`config.mk`:
```
export PLATFORM = sky130hd
export DESIGN_NAME = delay_counter
export DESIGN_NICKNAME = d
export VERILOG_FILES = /design/src/rtl/delay_counter.sv
export SDC_FILE = /design/constraint.sdc
export NUM_CORES = 1
export LEC_CHECK = 0
export CAP_MARGIN = 20
export CORE_MARGIN = 4
export CORE_UTILIZATION = 38
export CTS_CLUSTER_DIAMETER = 50
export DETAILED_ROUTE_END_ITERATION = 12
export GPL_ROUTABILITY_DRIVEN = 0
export PLACE_DENSITY = 0.6
export SYNTH_ARGS = -nofsm -noshare
export SYNTH_HDL_FRONTEND = slang
export SYNTH_SLANG_ARGS = --single-unit
```
`constraint.sdc`:
```
create_clock -name clk -period 2 [get_ports clk]
set_clock_uncertainty 0.2 [all_clocks]
set_input_delay 0.5 -clock clk [delete_from_list [all_inputs] [get_ports clk]]
set_output_delay 0.5 -clock clk [all_outputs]
set_load 0.03 [all_outputs]
```
`src/rtl/delay_counter.sv`:
```
// delay_counter: prescaled countdown of delay_value units with IDLE/RUN/DONE control.
module delay_counter #(
  parameter int unsigned PRESCALE = 50000,
  parameter int unsigned WIDTH = 8
) (
  input  logic             clk,
  input  logic             reset,
  input  logic             start_delay_counter,
  input  logic             enable_delay_counter,
  input  logic             clear,
  input  logic [WIDTH-1:0] delay_value,
  output logic             delay_done,
  output logic             busy,
  output logic             unit_tick,
  output logic [WIDTH-1:0] remaining
);
  localparam int PW = (PRESCALE > 1) ? $clog2(PRESCALE) : 1;
  typedef enum logic [1:0] {IDLE, RUN, DONE} state_e;
  state_e           state_q, state_d;
  logic [WIDTH-1:0] unit_q, unit_d;
  logic [PW-1:0]    pre_q, pre_d;
  logic             tick_q, tick_d;
  logic             wrap;
  assign wrap = pre_q == PW'(PRESCALE - 1);
  always_comb begin
    state_d = state_q;
    unit_d  = unit_q;
    pre_d   = pre_q;
    tick_d  = 1'b0;
    if (clear) begin
      state_d = IDLE;
      unit_d  = '0;
      pre_d   = '0;
    end else if (start_delay_counter) begin
      state_d = (delay_value == '0) ? DONE : RUN;
      unit_d  = delay_value;
      pre_d   = '0;
    end else if (state_q == RUN && enable_delay_counter) begin
      // unit_q is at least 1 in RUN, so the decrement never wraps below zero
      pre_d   = wrap ? '0 : pre_q + PW'(1);
      unit_d  = wrap ? unit_q - WIDTH'(1) : unit_q;
      tick_d  = wrap;
      state_d = (wrap && unit_q == WIDTH'(1)) ? DONE : RUN;
    end
  end
  always_ff @(posedge clk or posedge reset) begin
    if (reset) begin
      state_q <= IDLE;
      unit_q  <= '0;
      pre_q   <= '0;
      tick_q  <= 1'b0;
    end else begin
      state_q <= state_d;
      unit_q  <= unit_d;
      pre_q   <= pre_d;
      tick_q  <= tick_d;
    end
  end
  assign delay_done = state_q == DONE;
  assign busy       = state_q == RUN;
  assign unit_tick  = tick_q;
  assign remaining  = unit_q;
endmodule

```
==> results.md <==
* Maxcap violations at 0
* Synthesized area at 1630 sq um
* Vias in the first global route at around 1.7k
* Slew @ Worst Pin at 0.354 ns
* First-pass GRT wire length at between 7 and 8 mm
* Min Tclk post-route at 1.97 ns
* Layout Nets at about 260
* Vias per cell at slightly below 6
* Yosys cell types at between 40 and 50
* Gr usage total at 17.9%
* Number of antenna violations at the first check in global routing at 0
* Max VDD drop at roughly 280 uV
* Crit path arrival time at between 1.5 and 2 ns
* CTS Root Cell: clkbuf_8
* Area taken by multi-input logic gates at around 1000 sq um
* HPWL after DPL at between 3 and 4 mm
* Outcome: complete, no violations
* Die W at between 70 and 80 microns
* # placed instances at 283
* Pwr/cell area at between 400 and 500 nW/um^2
* CTS Buf Count at 3
* Worst-path maximum fanout at 2
* Num rows at 23
* Die Span Y at ~74 microns
* Post-synth ARST share at between 90% and 100%
* Pleak at 0.00101 uW
* GRT Residual Overflow at 0
* Final Max Tran Viols at 0
* # clock sinks at 27
* Worst-case clock buffer depth at 2
* Average wire per standard cell at approximately 16 microns
* Slew headroom at between 70 and 80%
* CTS clk-pin slew, worst paths at around 0.1 ns
* Vias after detailed routing at ~1.7k
* Fin. Hold Viols at 0
* Fin crit share at roughly 100%
* Sequential share of the synthesized area at roughly two fifths
* Clk_lat worst skew at between 0.2 and 0.3 ns
* Register area at between 600 and 700 sq um
* Initial core utilization at between 30% and 40%
* Avg Inst Size Synth at 9.13 sq um
* Post-Layout Cell Count at around 290
* Number of inserted diodes at 0
* Unrepaired setup endpoints after global routing: true
* Final WL at around 4.6 mm
* Flop and latch count out of synthesis at 27
* Final setup fails at 0
* Fin util at between 50% and 60%
* Layout cells sized above 1 at between 20 and 30%
* Required @ worst endpoint at 1.98 ns
* Ports at 24
* Post-route ant nets at 0
* DRT Pass-1 Iters at 4
* Die area at around 5400 sq um
* # port buffers at 23
* Largest net degree at the start of global routing at 28
* Post-CTS Hold Buffers at 0
* Gate Count Post-Synth at around 180
* Setup crit start kind: primary input
* # fillers at between 300 and 400
* Commonest register cell after synthesis: dfrtp_1
* Synthesis Warnings at 0
* Post-synth EDFFs at 0
* Final hold slack at roughly 0.37 ns
* CTS tree: built
* Total core area at 4090 sq um
* DRT iter0 DRCs at 137
* Kind of critical path: primary input to flip-flop
* Syn nets at about 200
* Fmax at 507 MHz
* Layout area overhead at 43.3%
* HP Class: primary input to asynchronous set/reset pin
* Crit end category: flip-flop
* H-tree levels at 1
* DRC at 0
-- sequential cells by signal (all words and copies together) (netlist names) --
name / flops
unit_tick: 1
state_q: 2
pre_q: 16
remaining: 8
-- cell type report --
cell class / instances / area share [%]
multi-input cells: 140 / 42.5
inverters: 6 / 0.962
clock inverters: 1 / 0.214
repair buffers: 65 / 23.0
clock buffers: 3 / 1.76
flip-flops and latches: 27 / 28.9
well taps: 50 / 2.67
-- logic make-up after synthesis --
logic type | Yosys count | share of synthesized area [%]
DFF | 27 | 41.3
AOI/OAI and AO/OA | 46 | 17.3
muxes | 1 | 0.613
buffers and inverters | 12 | 2.99
adders and majority gates | 3 | 2.30
xor gates and xnor gates | 4 | 2.14
and+or+nand+nor | 86 | 33.3
-- per-layer routing --
metal  GRT usage [%]  wire (microns)  part of all wire [%]  vias to the layer above
li1                -               -                     -                      809
met1            22.8            2050                    44                      834
met2            30.8            2390                    52                       33
met3            2.46             108                   2.3                        8
met4            6.04              59                   1.3                        0
met5               0               0                     0                        -
-- placed cells by master, fill, tap and decap left out, drive strengths merged, types with 9 or more instances in the layout --
| cell | n |
|---|---|
| buf | 42 |
| dlygate4sd2 | 11 |
| or3 | 15 |
| dfrtp | 27 |
| clkdlybuf4s50 | 9 |
| o21ai | 11 |
| nand2 | 17 |
| a21oi | 16 |
| nor2 | 10 |
-- critical path, stage by stage --
cell,delay [ns]
clkdlybuf4s50_1,0.44
or4_4,0.56
nor4_4,0.17
a21oi_1,0.07
a32o_1,0.21
-- through the flow --
stage / total power [uW] / instance area, sq um / TNS (ns) / worst slack [ns]
2_1_floorplan: 697 / 1630 / 0 / 0.0568
3_3_place_gp: 816 / 2180 / -5.82 / -0.381
3_5_place_dp: 819 / 2180 / -6.01 / -0.416
4_1_cts: 1140 / 2280 / 0 / 0.000356
5_1_grt: 1190 / 2340 / -0.0723 / -0.0572
6_report: 1130 / 2340 / 0 / 0.0271
-- synthesized netlist by cell type (4+ instances only) --
library cell	count	share of area, %
nand3_1	5	1.5
nor2_1	10	2.3
nand2_1	17	3.9
nor4_1	4	1.5
o22ai_1	6	2.3
and3_1	4	1.5
dfrtp_1	27	41
or3_1	14	5.4
nor3_1	5	1.5
inv_1	6	1.4
o21ai_0	11	3.4
a21oi_1	16	4.9
-- worst paths after layout --
path                       depth (start not counted)                        to  slack, ns              startpoint
setup reg to reg                                   4  remaining[2]$_DFFE_PP0P_       0.08   pre_q[11]$_DFFE_PP0P_
setup / recovery                                   5    state_q[0]$_DFFE_PP0P_       0.03          delay_value[3]
min in group clk                                   3  remaining[2]$_DFFE_PP0P_       0.37                   clear
max in group asynchronous                          3      pre_q[9]$_DFFE_PP0P_       0.95                   reset
hold reg to reg                                    2    state_q[1]$_DFFE_PP0P_       0.37  state_q[1]$_DFFE_PP0P_
hold / removal                                     3  remaining[4]$_DFFE_PP0P_       0.37                   reset
-- power breakdown --
| part | leakage [uW] | switching [uW] | internal, uW |
|---|---|---|---|
| clock | 0.0000255 | 177 | 140 |
| combinational | 0.000610 | 124 | 115 |
| sequential | 0.000371 | 20.0 | 559 |
-- repair_timing --
action,in CTS,in global routing
hold endpoints to repair,0,0
gates cloned,1,0
gates resized for setup,22,14
setup endpoints to repair,21,18
setup buffers,3,1
pin swaps,9,7
No activity file was read; power rests on OpenSTA's default activity.
